`src/rtl/io_idb_arbiter.sv`:
```
// io_idb_arbiter: round-robin owner of the 8-bit IDB output path.
// Grants one of up to four requesters at a time, muxes its byte onto IDB with
// an output enable, and inserts a one-cycle turnaround between owners.
// Optional grant-length watchdog: define IDB_ARB_TIMEOUT_EN.
module io_idb_arbiter #(
  parameter int NREQ    = 4,
  parameter int TIMEOUT = 255
) (
  input  logic        sysclk,
  input  logic        sys_rst,
  input  logic [3:0]  req,
  input  logic [3:0]  rel,
  input  logic [31:0] data_in,
  output logic [3:0]  gnt,
  output logic [1:0]  owner,
  output logic [7:0]  idb_out,
  output logic        idb_oe,
  output logic        busy,
  output logic        timeout_err
);

  typedef enum logic [1:0] {IDLE, GRANT, TURN} state_t;

  // Reset owner is the last requester so requester 0 wins the first round.
  localparam logic [1:0] OWNER_RST = 2'(NREQ - 1);

  // Parameter legality is checked at elaboration.
  if (NREQ < 2 || NREQ > 4) begin : g_bad_nreq
    $error("io_idb_arbiter: NREQ must be 2..4");
  end
  if (TIMEOUT < 1 || TIMEOUT > 255) begin : g_bad_timeout
    $error("io_idb_arbiter: TIMEOUT must be 1..255");
  end

  state_t      state_q, state_d;
  logic [3:0]  gnt_q, gnt_d;
  logic [1:0]  owner_q, owner_d;
  logic        oe_q, oe_d;
  logic [3:0]  req_m;
  logic [7:0]  data_arr [4];
  logic        any_req;
  logic [1:0]  winner;
  logic        normal_exit;

  // Requests above NREQ are masked; byte lanes are split per requester.
  for (genvar gi = 0; gi < 4; gi++) begin : g_lane
    assign req_m[gi]    = (gi < NREQ) ? req[gi] : 1'b0;
    assign data_arr[gi] = data_in[8*gi +: 8];
  end

  // Requester index k positions above base, wrapping at NREQ.
  function automatic logic [1:0] rr_idx(input logic [1:0] base, input int k);
    return 2'((int'(base) + k) % NREQ);
  endfunction

  // Round-robin search starting just above the current owner.
  always_comb begin
    any_req = 1'b0;
    winner  = owner_q;
    for (int k = 1; k <= 4; k++) begin
      if (k <= NREQ && !any_req && req_m[rr_idx(owner_q, k)]) begin
        any_req = 1'b1;
        winner  = rr_idx(owner_q, k);
      end
    end
  end

  // Only the owner's own rel or req drop ends its grant.
  assign normal_exit = rel[owner_q] | ~req[owner_q];

`ifdef IDB_ARB_TIMEOUT_EN
  localparam logic [7:0] TO_LAST = 8'(TIMEOUT - 1);
  logic [7:0] cnt_q, cnt_d;
  logic       terr_q, terr_d;
`endif

  // Next-state and registered-output logic for IDLE -> GRANT -> TURN.
  always_comb begin
    state_d = state_q;
    gnt_d   = gnt_q;
    owner_d = owner_q;
    oe_d    = oe_q;
`ifdef IDB_ARB_TIMEOUT_EN
    cnt_d   = cnt_q;
    terr_d  = 1'b0;
`endif
    case (state_q)
      IDLE: begin
        gnt_d = 4'b0000;
        oe_d  = 1'b0;
        if (any_req) begin
          state_d = GRANT;
          gnt_d   = 4'b0001 << winner;
          owner_d = winner;
          oe_d    = 1'b1;
`ifdef IDB_ARB_TIMEOUT_EN
          cnt_d   = 8'd0;
`endif
        end
      end
      GRANT: begin
`ifdef IDB_ARB_TIMEOUT_EN
        cnt_d = cnt_q + 8'd1;
`endif
        if (normal_exit) begin
          state_d = TURN;
          gnt_d   = 4'b0000;
          oe_d    = 1'b0;
        end
`ifdef IDB_ARB_TIMEOUT_EN
        else if (cnt_q == TO_LAST) begin
          // Forced release; owner is kept so the next round skips past it.
          state_d = TURN;
          gnt_d   = 4'b0000;
          oe_d    = 1'b0;
          terr_d  = 1'b1;
        end
`endif
      end
      TURN: begin
        state_d = IDLE;
        gnt_d   = 4'b0000;
        oe_d    = 1'b0;
      end
      default: begin
        state_d = IDLE;
        gnt_d   = 4'b0000;
        oe_d    = 1'b0;
      end
    endcase
  end

  // State and output registers, cleared immediately by sys_rst.
  always_ff @(posedge sysclk or posedge sys_rst) begin
    if (sys_rst) begin
      state_q <= IDLE;
      gnt_q   <= 4'b0000;
      owner_q <= OWNER_RST;
      oe_q    <= 1'b0;
`ifdef IDB_ARB_TIMEOUT_EN
      cnt_q   <= 8'd0;
      terr_q  <= 1'b0;
`endif
    end else begin
      state_q <= state_d;
      gnt_q   <= gnt_d;
      owner_q <= owner_d;
      oe_q    <= oe_d;
`ifdef IDB_ARB_TIMEOUT_EN
      cnt_q   <= cnt_d;
      terr_q  <= terr_d;
`endif
    end
  end

  assign gnt     = gnt_q;
  assign owner   = owner_q;
  assign idb_oe  = oe_q;
  assign busy    = (state_q != IDLE);
  assign idb_out = (state_q == GRANT) ? data_arr[owner_q] : 8'h00;
`ifdef IDB_ARB_TIMEOUT_EN
  assign timeout_err = terr_q;
`else
  assign timeout_err = 1'b0;
`endif

endmodule

```
`config.mk`:
```
export PLATFORM = sky130hd
export DESIGN_NAME = io_idb_arbiter
export DESIGN_NICKNAME = d
export VERILOG_FILES = /design/src/rtl/io_idb_arbiter.sv
export SDC_FILE = /design/constraint.sdc
export NUM_CORES = 1
export LEC_CHECK = 0
export BUFFER_PORTS_ARGS = -buffer_cell sky130_fd_sc_hd__buf_2
export CAP_MARGIN = 30
export CORE_MARGIN = 2
export CORE_UTILIZATION = 24
export DETAILED_ROUTE_END_ITERATION = 16
export PLACE_DENSITY_LB_ADDON = 0.15
export SETUP_SLACK_MARGIN = 0.4
export SYNTH_ARGS = -nofsm -noshare
export SYNTH_HDL_FRONTEND = slang
export SYNTH_SLANG_ARGS = --single-unit
```
`constraint.sdc`:
```
create_clock -name sysclk -period 3.4 [get_ports sysclk]
set_input_delay 0.68 -clock sysclk [delete_from_list [all_inputs] [get_ports sysclk]]
set_output_delay 0.68 -clock sysclk [all_outputs]
set_load 0.005 [all_outputs]
```
==> out/results.txt, run 1 <==
The net switching share of the total power works out to 39.33%. The tools report the total net switching power as 306.5 µW. The number of remaining DRC errors came out at 0. Number of placement rows: 20. The floorplan step defined a die boundary enclosing 0.003681 mm².

The root buffer cell chosen for the clock tree is sky130_fd_sc_hd__clkbuf_4. Combined area of all synthesized cells: 770.7 µm². The internal power component is 472.9 µW, and the async set-or-reset flop fraction in the synthesized netlist is 100.0%. The category of the critical setup timing path was reg2out.

For the max-capacitance violation count, the log shows 0. Summed over all layers, the routed wires come to 2.044 mm. For the global-route wire length before repair, the log shows 2.967 mm. The tightest min-delay check is of the in2async type.

The tools report the synthesized net count as 111. Timing would allow up to 389.6 MHz. The clock network burns 10.9% of the power. Total clock sinks: 9. The tools report the element type at the critical path end as an output port.

The detail-routed via count per cell was 4.583. TritonCTS built the clock tree. Global routing used 11.12% of the available tracks. Quantity of I/O buffers inserted on ports: 57. The tools report the cell count after synthesis as 69.

On the final layout, the worst clock skew is 0.002315 ns. In this run the worst path has a maximum fanout of 17. In the post-synthesis netlist, the cell with the most instances is sky130_fd_sc_hd__nor2b_1.

By count the netlist is led by sky130_fd_sc_hd__nor2b_1 (9), sky130_fd_sc_hd__mux4_2 (8), sky130_fd_sc_hd__dfrtp_1 (7). Buffers inserted to repair hold after CTS numbered 0. Of the cells placed in the final design, the portion with a size suffix greater than 1 is 61.29%.

The run gives 167 as the final net count. The first detailed-routing pass ran for 4 iterations. Measured in cells, the most critical reg-to-reg path has a length of 4. The number of pins exceeding their max-slew limit in the final report is 0. In this run the most used layer during global routing was met2.

Among all flip-flop cells after synthesis, the most frequent one is sky130_fd_sc_hd__dfrtp_1. VDD sags by at most 0.0003493 V. Setup repair after global routing left no endpoint under its margin.

The detailed-placement wirelength estimate was 1.678 mm; the power density normalized to cell area was 719.3 mW/mm². Global routing consumed, on the met3 layer, 5.544% of the routing resources. The number of synthesized flops with an enable pin was 0. 0 antenna diodes ended up in the layout. The synthesized design devotes to its leading area cell type 23.38% of total area.

The chip width came out at 60.67 µm. Dividing the detail-routed wire length by the instance count gives 12.17 µm. In the global route stage, met1 resource usage came out at 12.32%.

At the end of routability-driven placement, the weighted congestion stood at 0.7465. The relative contribution of sequential cells to total power was 32.8%; the clock transition time at the flip-flop clock pins of the worst setup and hold paths was 0.07 ns. After layout, the design draws a total of 779.4 µW.

The final count of hold timing violations is 0. The number of different library cells used by synthesis comes to 33. The die is 60.67 µm tall. The part of the Yosys area used for sequential elements was 29.55%. In this run the remaining antenna-violating nets after routing total 0.

The static power due to leakage was 0.5436 nW. The total negative slack is 0 ns, and the required time reported for the critical path endpoint is 2.72 ns. The worst-case hold slack was 0.3593 ns; the number of clock buffers inserted by TritonCTS was 3.

The initial antenna violation count is 0. The via count of the first global-routing pass is 684, and the effective utilization at floorplan is 25.25%. The startpoint type of the worst setup path was a flip-flop.

The mean instance size in the synthesized netlist is 11.17 µm², and the post-CTS repair timing setup buffer count is 0. In the post-synthesis netlist, the biggest area contributors are sky130_fd_sc_hd__mux4_2 (23%), sky130_fd_sc_hd__dfrtp_1 (23%), sky130_fd_sc_hd__nor2b_1 (7.3%). Synthesis inferred 9 register bits. Compared with the post-synthesis result, the final layout area differs by 40.58%. The final critical path takes up 75.49% of the cycle. For this run, the number of Yosys warnings is 0.

The maximum number of pins on one net before global-route repair came out at 21. The run gives 0 as the count of instances resized after the clock tree is built. For the detailed-route via count, the log shows 770. After the first detailed-routing iteration, the DRC count stood at 17. The share of total power dissipated in combinational logic is 56.3%.

The time the final worst path needs with I/O delays and setup is 2.567 ns, and the count of endpoints failing setup in the final report is 0. The tools report the residual overflow from global routing as 0. The largest total area in the synthesized netlist belongs to sky130_fd_sc_hd__mux4_2. The worst path arrival time is 1.89 ns, and the core utilization of the finished layout is 35.49%. For the worst-skew pair, the clock arrives at the later sink with an insertion delay of 0.26 ns. The maximum buffer depth of the clock tree was 2.

The flow ran to the end, and the final reports show no timing, DRC or antenna violations. 59 I/O pins were placed. In the global route stage, met2 resource usage came out at 19.05%.

For the maximum level of the CTS H-tree, the log shows 1. In this run the standard cell core region covers 0.003053 mm².
[final cells by class]
class,count,area (µm²)
multi-input combinational,51,476.7
clock buffer,3,22.52
tap,44,55.05
timing repair buffer,57,285.3
fill,340,1969
sequential,9,227.7
inverter,3,11.26
clock inverter,1,5.005
[worst max-delay path, stage by stage, from the launching register on]
cell and delay (ns):
sky130_fd_sc_hd__dfstp_2 0.79, sky130_fd_sc_hd__mux4_2 0.56, sky130_fd_sc_hd__nor2b_1 0.14, sky130_fd_sc_hd__buf_2 0.13
[per-stage QoR]
stage	cell area (µm²)	worst slack, ns	std cells
final	1084	0.8332	168
after global routing	1084	0.7042	168
after CTS	1084	0.7998	168
after detailed placement	1056	1.093	164
after global placement	1056	1.123	164
after floorplan	770.7	1.322	69
[worst paths after layout]
kind                               start          to  slack, ns
worst max-delay path            owner[0]  idb_out[7]       0.83
worst min-delay path             sys_rst      idb_oe       0.36
worst max register to register  owner[1]      gnt[0]       1.59
worst min register to register    idb_oe      idb_oe       0.48
max in group asynchronous        sys_rst    owner[0]       2.74
min in group sysclk               idb_oe      idb_oe       0.48
[state kept, by name, summed over array words and instances (netlist names)]
signal / cells
gnt: 4
state_q: 2
idb_oe: 1
owner: 2
[power groups by stage]
stage                     Combinational [mW]  Sequential [mW]  Clock (mW)
after floorplan                        0.401            0.194           0
after global placement                 0.445            0.258           0
after detailed placement               0.444            0.264           0
after CTS                              0.447            0.262      0.0878
after global routing                   0.487            0.278      0.0966
final                                  0.439            0.256      0.0847
[logic make-up after synthesis]
group / count (synthesis) / share of synthesized area, %
simple gates: 26 / 20.13
compound gates: 16 / 17.86
flops: 9 / 29.55
buf+inv: 9 / 8.602
mux: 8 / 23.38
other cells: 1 / 0.4865
[metal layers]
layer  routed length (µm)  up-vias
met5                    0        -
met4                    9        0
met3                  314        2
met2                  887       48
met1                  833      354
li1                     -      366
[layout by cell type, fill, tap and decap left out, drive strengths merged, types with 3 or more instances in the layout]
master  instances
nor2b           9
mux4            8
nor2            3
nand2b          4
or2             3
clkbuf          3
dfrtp           7
a21oi           3
inv             3
nand2           4
buf            57
Power figures use the tool's default switching activity.
==> run 2: changes to the inputs <==
==> constraint.sdc (replaced) <==
create_clock -name sysclk -period 2.3 [get_ports sysclk]
set_input_delay 0.46 -clock sysclk [delete_from_list [all_inputs] [get_ports sysclk]]
set_output_delay 0.46 -clock sysclk [all_outputs]
set_load 0.005 [all_outputs]
==> out/results.txt, run 2 (same netlist as run 1, synthesis figures left out) <==
The flow ran to the end, and the final reports show no timing, DRC or antenna violations. Endpoint of the lowest-slack register-to-register path: gnt[2] (was gnt[0]). The residual overflow from global routing is 0 (unchanged), and the number of remaining DRC errors is 0 (unchanged). The layout filler cell count was 335 (was 340).

The total negative slack was 0 ns (unchanged). The fraction of layout instances using a drive strength above 1 works out to 62.02% (was 61.29%). The worst hold path class is in2async (unchanged). The logs give 0.7206 (was 0.7465) for the global placement routability congestion and 1.77 ns (was 1.89 ns) for the worst path arrival time. The area growth from synthesis to layout works out to 49.35% (was 40.58%).

The top routing layer in use was met3 (was met4). The detail-routed via count per cell is 4.543 (was 4.583), and the share of the cycle needed by the critical path after routing is 96.93%. The final instance area is 0.001151 mm² (was 0.001084 mm²), and the highest clock frequency the design can meet is 448.5 MHz. The startpoint type of the worst setup path was a flip-flop (unchanged). The max-capacitance violation count is 0 (unchanged), and the count of antenna-violating nets left after detailed routing is 0 (unchanged). The detailed-routing iteration count for the pre-antenna-repair pass is 4 (unchanged). The height of the die is 60.67 µm (unchanged), and the worst stage delay on the critical path is 0.63 ns (was 0.79 ns). Total wire length: 2.099 mm (was 2.044 mm). The sequential cell area came out at 231.5 µm² (was 227.7 µm²). For the worst-case hold slack, the log shows 0.1536 ns (was 0.3593 ns). Cells traversed along the worst timing path: buf_4 > mux4_2 > nor2b_1 > buf_2 (was mux4_2 > nor2b_1 > buf_2). Number of clock buffers inserted by TritonCTS: 3 (unchanged). TritonCTS built the clock tree.

The logs give 0.26 ns (about the same) for the clock latency on the worst-skew pair and 172 (was 167) for the final net count. The area of the core region was 0.003053 mm² (unchanged); the maximum buffer depth of the clock tree was 2 (unchanged). The post-route total power came out at 1.271 mW (was 779.4 µW). The met3 layer wire length in the routed design came out at 301 µm (was 314 µm). For the detailed-route via count, the log shows 786 (was 770).

The initial antenna violation count is 0 (unchanged). The total clock sinks is 9 (unchanged). The detailed-placement wirelength estimate was 1.686 mm (was 1.678 mm); the count of endpoints failing setup in the final report was 0 (unchanged). The time the final worst path needs with I/O delays and setup works out to 2.229 ns. The category of the critical setup timing path was reg2out (unchanged). The source of the worst register-to-register timing path was owner[0] (was owner[1]).

Core utilization of the finished layout: 37.70% (was 35.49%). Mean routed wirelength per cell: 12.13 µm (was 12.17 µm). The maximum level of the CTS H-tree was 1 (unchanged); the flip-flop count of the largest register, all copies and words added was 4 (unchanged). The chip width works out to 60.67 µm (unchanged). The run gives 20 (was 17) as the count of routing violations after the opening detailed-route iteration.

Minimum setup slack among reg-to-reg paths: 0.46 ns (was 1.59 ns). For the total placed instance area, the log shows 0.001064 mm² (was 0.001056 mm²). The number of placement rows was 20 (unchanged). For the maximum number of pins on one net before global-route repair, the log shows 21 (unchanged).

The area of the die is 0.003681 mm² (unchanged). The root cell of the clock tree was sky130_fd_sc_hd__clkbuf_4 (unchanged). The power density normalized to cell area was 1105 mW/mm² (was 719.3 mW/mm²).

Highest-count cells in the layout ignoring fill and taps: sky130_fd_sc_hd__buf_2 (57), sky130_fd_sc_hd__nor2b_1 (9), sky130_fd_sc_hd__mux4_2 (8) (unchanged). The biggest fanout along the worst timing path was 3 (was 17). The length of routed met2 wiring was 920 µm (was 887 µm). The quantity of I/O buffers inserted on ports was 57 (unchanged); the top-level port count was 59 (unchanged). Setup repair after global routing could not meet its margin everywhere. The final count of hold timing violations is 0 (unchanged).

The via count of the first global-routing pass was 753 (was 684). For the static power due to leakage, the log shows 0.5721 nW (was 0.5436 nW). The routed metal-1 wire length is 877 µm (was 833 µm), and the multi-input gate area in the final layout is 496.7 µm² (was 476.7 µm²). Final clock skew: 0.002367 ns (was 0.002315 ns). The global-route wire length before repair was 3.139 mm (was 2.967 mm); the clock transition time at the flip-flop clock pins of the worst setup and hold paths was 0.06 ns (was 0.07 ns). The worst-case reg-to-reg path depth came out at 7 (was 4). The global-route usage over all layers is 11.18% (was 11.12%). The most common cell after layout, fill and taps aside was sky130_fd_sc_hd__buf_2 (unchanged). The total of hold buffers inserted after clock tree synthesis was 0 (unchanged); the effective utilization at floorplan was 25.25% (unchanged). The tools report the element type at the critical path end as an output port (unchanged).

The worst voltage drop across the vdd grid is 0.0004938 V (was 0.0003493 V). The cell with the largest stage delay on the worst path was sky130_fd_sc_hd__dfstp_4 (was sky130_fd_sc_hd__dfstp_2). The run gives 0 (unchanged) as the total inserted antenna cells.

The logs give 0 (unchanged) for the number of pins exceeding their max-slew limit in the final report and 1.84 ns (was 2.72 ns) for the required time reported for the critical path endpoint.
==> run 2: changes by cell type in the layout (fill, tap and decap cells not counted) <==
cell | previous run | this run
sky130_fd_sc_hd__a311oi_2 | 1 | 0
sky130_fd_sc_hd__a311oi_4 | 0 | 1
sky130_fd_sc_hd__buf_4 | 0 | 3
sky130_fd_sc_hd__buf_6 | 0 | 2
sky130_fd_sc_hd__clkbuf_1 | 0 | 1
sky130_fd_sc_hd__clkinv_2 | 1 | 0
sky130_fd_sc_hd__dfstp_2 | 2 | 1
sky130_fd_sc_hd__dfstp_4 | 0 | 1
sky130_fd_sc_hd__o31ai_2 | 1 | 0
sky130_fd_sc_hd__o31ai_4 | 0 | 1
==> run 2: final cells by class <==
cell class,instances,area share [%]
tap,44,4.783
multi-input combinational,51,43.15
inverter,3,0.9783
clock buffer,4,2.283
sequential,9,20.11
timing repair buffer,62,28.70
==> run 2: report_power, final <==
group / internal [mW] / switching [mW] / total [mW]
clock network: 0.0669 / 0.0554 / 0.122
logic: 0.466 / 0.339 / 0.805
registers: 0.252 / 0.0922 / 0.344
==> run 2: how the worst max path moves through the flow <==
stage | from | to | slack (ns) | cells past startpoint
2_1_floorplan | owner[0] | idb_out[2] | 0.44 | 4
3_3_place_gp | owner[0] | idb_out[5] | 0.33 | 3
3_5_place_dp | owner[0] | idb_out[5] | 0.32 | 3
4_1_cts | owner[0] | idb_out[7] | 0.06 | 3
5_1_grt | owner[0] | idb_out[7] | 0.003 | 4
6_report | owner[0] | idb_out[7] | 0.07 | 4
==> run 2: routing by layer <==
layer | vias up | GRT usage (%)
li1 | 378 | -
met1 | 355 | 13.18
met2 | 53 | 20.58
met3 | 0 | 3.625
met4 | 0 | 0.9317
met5 | - | 0
==> run 2: per-stage QoR <==
| step | setup slack (ns) | std cells |
|---|---|---|
| 4_1_cts | 0.05864 | 169 |
| 5_1_grt | 0.002818 | 173 |
| 3_3_place_gp | 0.3306 | 165 |
| 3_5_place_dp | 0.3224 | 165 |
| 6_report | 0.07050 | 173 |
| 2_1_floorplan | 0.4417 | 69 |
==> run 2: what timing repair did <==
| item | 4_1_cts | 5_1_grt |
|---|---|---|
| gates resized for setup | 1 | 6 |
| endpoints found under the setup margin | 8 | 12 |
| endpoints found under the hold margin | 0 | 0 |
| cloned | 0 | 0 |
| setup buffers | 0 | 4 |
==> run 2: critical path, delay by kind of cell, from the launching register on <==
family | cells | cell delay, ns
flops | 1 | 0.63
simple gates | 1 | 0.14
buf+inv | 2 | 0.26
mux | 1 | 0.48
==> run 3: changes to the inputs <==
--- a/config.mk
+++ b/config.mk
@@ -5,6 +5,7 @@
 export SDC_FILE = /design/constraint.sdc
 export NUM_CORES = 1
 export LEC_CHECK = 0
+export ABC_AREA = 1
 export BUFFER_PORTS_ARGS = -buffer_cell sky130_fd_sc_hd__buf_2
 export CAP_MARGIN = 30
 export CORE_MARGIN = 2
@@ -12,6 +13,7 @@
 export DETAILED_ROUTE_END_ITERATION = 16
 export PLACE_DENSITY_LB_ADDON = 0.15
 export SETUP_SLACK_MARGIN = 0.4
+export SLEW_MARGIN = 10
 export SYNTH_ARGS = -nofsm -noshare
 export SYNTH_HDL_FRONTEND = slang
 export SYNTH_SLANG_ARGS = --single-unit
==> out/results.txt, run 3 <==
The logs give 515.7 MHz (was 448.5 MHz) for the highest clock frequency the design can meet and 264 (was 172) for the final net count. The flip-flop count of the largest register, all copies and words added came out at 4 (unchanged). The number of synthesized flops with an enable pin works out to 0 (unchanged). The fraction of layout instances using a drive strength above 1 was 44.34% (was 62.02%). The category of the critical setup timing path was reg2out (unchanged). The final clock skew is 0.0008393 ns (was 0.002367 ns), and the total inserted antenna cells is 0 (unchanged).

The tools report the total of hold buffers inserted after clock tree synthesis as 0 (unchanged). The cell with the most instances after synthesis was sky130_fd_sc_hd__nand2_1 (was sky130_fd_sc_hd__nor2b_1). The tools report the count of routing violations after the opening detailed-route iteration as 82 (was 20). The final count of hold timing violations was 0 (unchanged). The max-capacitance violation count came out at 0 (unchanged). The detail-routed via count per cell came out at 4.602 (was 4.543). Highest-count cells in the layout ignoring fill and taps: sky130_fd_sc_hd__nand2_1 (60), sky130_fd_sc_hd__buf_2 (57), sky130_fd_sc_hd__nand3_1 (26) (was sky130_fd_sc_hd__buf_2 (57), sky130_fd_sc_hd__nor2b_1 (9), sky130_fd_sc_hd__mux4_2 (8)).

The async set-or-reset flop fraction in the synthesized netlist is 100.0% (unchanged). For the pre-CTS setup slack, the log shows 0.3758 ns (was 0.3224 ns). Setup repair after global routing could not meet its margin everywhere. The share of the cycle needed by the critical path after routing works out to 84.30% (was 96.93%).

Area growth from synthesis to layout: 59.61% (was 49.35%). For the global-route usage over all layers, the log shows 13.53% (was 11.18%). TritonCTS built the clock tree. The total clock sinks is 9 (unchanged). The worst voltage drop across the vdd grid was 0.0007827 V (was 0.0004938 V). For the count of placed standard cells including taps, the log shows 254 (was 165). The run gives 0.001434 mm² (was 0.001151 mm²) as the final instance area. The most common cell after layout, fill and taps aside is sky130_fd_sc_hd__nand2_1 (was sky130_fd_sc_hd__buf_2). The mean routed wirelength per cell is 11.66 µm (was 12.13 µm), and the cell count after synthesis is 152 (was 69). The run gives 4.526 mm (was 3.139 mm) as the global-route wire length before repair. The clock transition time at the flip-flop clock pins of the worst setup and hold paths was 0.04 ns (was 0.06 ns); the number of clock buffers inserted by TritonCTS was 3 (unchanged). The logs give 1.84 ns (about the same) for the required time reported for the critical path endpoint and 0.003633 mm² (was 0.003053 mm²) for the area of the core region.

The area share of the leading cell type in the synthesized netlist is 25.91% (was 23.38%), and the worst-case hold slack is 0.1783 ns (was 0.1536 ns). The synthesized net count was 194 (was 111). The number of remaining DRC errors is 0 (unchanged).

The quantity of I/O buffers inserted on ports was 57 (unchanged); the worst setup slack after layout was 0.3610 ns (was 0.07050 ns). The logs give 1238 (was 786) for the detailed-route via count and 0.001231 mm² (was 0.001064 mm²) for the total placed instance area. The run gives 0 (unchanged) as the count of endpoints failing setup in the final report. The part of the Yosys area used for sequential elements came out at 25.35% (was 29.55%).

The run gives 22 (was 33) as the number of distinct library cell variants in the gate-level netlist after synthesis. The run gives 0.7969 nW (was 0.5721 nW) as the static power due to leakage. The run gives 2.345 mm (was 1.686 mm) as the detailed-placement wirelength estimate. The root cell of the clock tree was sky130_fd_sc_hd__clkbuf_8 (was sky130_fd_sc_hd__clkbuf_4). The effective utilization at floorplan came out at 24.72% (was 25.25%). The total negative slack is 0 ns (unchanged). The total wire length is 3.137 mm (was 2.099 mm), and the count of antenna-violating nets left after detailed routing is 0 (unchanged). The register bit total from synthesis was 9 (unchanged). The most frequently used flop master after synthesis is sky130_fd_sc_hd__dfrtp_1 (unchanged). The tools report the maximum number of pins on one net before global-route repair as 21 (unchanged). The number of placement rows was 22 (was 20); the mean instance size in the synthesized netlist was 5.910 µm² (was 11.17 µm²). Biggest fanout along the worst timing path: 8 (was 3).

Initial antenna violation count: 0 (unchanged). The power density normalized to cell area is 1414 mW/mm² (was 1105 mW/mm²), and the chip width is 65.18 µm (was 60.67 µm). Leading cell types by count after synthesis: sky130_fd_sc_hd__nand2_1 (62), sky130_fd_sc_hd__nand3_1 (26), sky130_fd_sc_hd__inv_1 (9) (was sky130_fd_sc_hd__nor2b_1 (9), sky130_fd_sc_hd__mux4_2 (8), sky130_fd_sc_hd__dfrtp_1 (7)). The logs give 4 (unchanged) for the detailed-routing iteration count for the pre-antenna-repair pass and 957 (was 753) for the via count of the first global-routing pass. The post-route non-filler standard cell count is 269 (was 173). The time the final worst path needs with I/O delays and setup was 1.939 ns (was 2.229 ns).

The logs give 0.004248 mm² (was 0.003681 mm²) for the area of the die and 1.48 ns (was 1.77 ns) for the worst path arrival time. The run finished with clean final reports. The tools report the element type at the critical path end as an output port (unchanged). The global placement routability congestion is 0.7855 (was 0.7206), and the maximum buffer depth of the clock tree is 2 (unchanged). The tools report the startpoint type of the worst setup path as a flip-flop (unchanged). The worst hold path class is in2async (unchanged). Clock latency on the worst-skew pair: 0.23 ns (was 0.26 ns). The residual overflow from global routing came out at 0 (unchanged). The total number of yosys warnings was 0 (unchanged).

The height of the die is 65.18 µm (was 60.67 µm). Cell taking the most area after synthesis: sky130_fd_sc_hd__nand2_1 (was sky130_fd_sc_hd__mux4_2). The number of pins exceeding their max-slew limit in the final report came out at 0 (unchanged). For the maximum level of the CTS H-tree, the log shows 1 (unchanged). For the top-level port count, the log shows 59 (unchanged). Cells taking the most area after synthesis: sky130_fd_sc_hd__nand2_1 (26%), sky130_fd_sc_hd__dfrtp_1 (19%), sky130_fd_sc_hd__nand3_1 (14%) (was sky130_fd_sc_hd__mux4_2 (23%), sky130_fd_sc_hd__dfrtp_1 (23%), sky130_fd_sc_hd__nor2b_1 (7.3%)). The combined area of all synthesized cells came out at 898.4 µm² (was 770.7 µm²).
-- run 3: cell count changes after synthesis, sizes merged, moves of 2 or more --
cell,previous run,this run
nand2,4,65
nand3,0,27
inv,3,13
nor2b,9,0
a22oi,0,8
a31oi,0,8
mux4,8,0
nand2b,4,0
nor2,3,6
a21o,2,0
clkbuf,1,3
o21ai,1,3
o31ai,2,0
or2,3,1
-- run 3: per-stage QoR --
stage	util, %	power [mW]
finish	39.46	2.027
global route	39.46	2.231
CTS	36.40	1.835
detailed placement	33.88	1.554
global placement	33.88	1.571
floorplan	-	1.204
-- run 3: area by class of cell --
type	instances	area [µm²]
fill	405	2200
multi-input combinational	123	626.9
timing repair buffer	72	412.9
sequential	9	227.7
inverter	13	61.31
tap	48	60.06
clock buffer	4	45.04
-- run 3: critical path: stages, from the launching register on --
cell and delay [ns]:
sky130_fd_sc_hd__dfstp_2 0.62, sky130_fd_sc_hd__clkinv_4 0.10, sky130_fd_sc_hd__nand2_4 0.09, sky130_fd_sc_hd__inv_6 0.06, sky130_fd_sc_hd__a22oi_1 0.15, sky130_fd_sc_hd__a31oi_1 0.09, sky130_fd_sc_hd__buf_2 0.14
-- run 3: kinds of logic after synthesis --
kind of cell | Yosys count | share of synthesized area, %
AND/OR/NAND/NOR | 100 | 48.47
AO/OA/AOI/OAI | 22 | 15.60
buffers and inverters | 20 | 10.17
flip-flops | 9 | 25.35
other | 1 | 0.4174
-- run 3: routing by layer --
| layer | share of wire, % | routed length (µm) | GRT usage (%) |
|---|---|---|---|
| met4 | 1.2 | 38 | 5.469 |
| met2 | 46 | 1453 | 19.26 |
| met5 | 0 | 0 | 0 |
| met3 | 3.9 | 121 | 0.5137 |
| met1 | 49 | 1523 | 21.12 |
-- run 3: where the power goes --
part	total (mW)	switching [mW]	leakage, nW	internal [mW]
combinational	1.54	0.906	0.662	0.633
clock	0.181	0.0602	0.0228	0.121
sequential	0.307	0.0685	0.112	0.239
total	2.03	1.03	0.797	0.992
-- run 3: path summary, 6_finish.rpt --
| path | endpoint | depth (start not counted) | startpoint | slack, ns |
|---|---|---|---|---|
| max reg2reg | state_q[0] | 10 | owner[0] | 0.42 |
| min reg2reg | gnt[0] | 2 | gnt[0] | 0.47 |
| min in group sysclk | gnt[0] | 2 | gnt[0] | 0.47 |
| max | idb_out[3] | 6 | owner[1] | 0.36 |
| max in group asynchronous | owner[0] | 2 | sys_rst | 1.83 |
| min | gnt[3] | 2 | sys_rst | 0.18 |
-- run 3: timing repair --
action / in CTS / in global routing
setup endpoints to repair: 11 / 15
setup buffers: 3 / 8
resized for setup: 8 / 16
pin swaps: 0 / 4
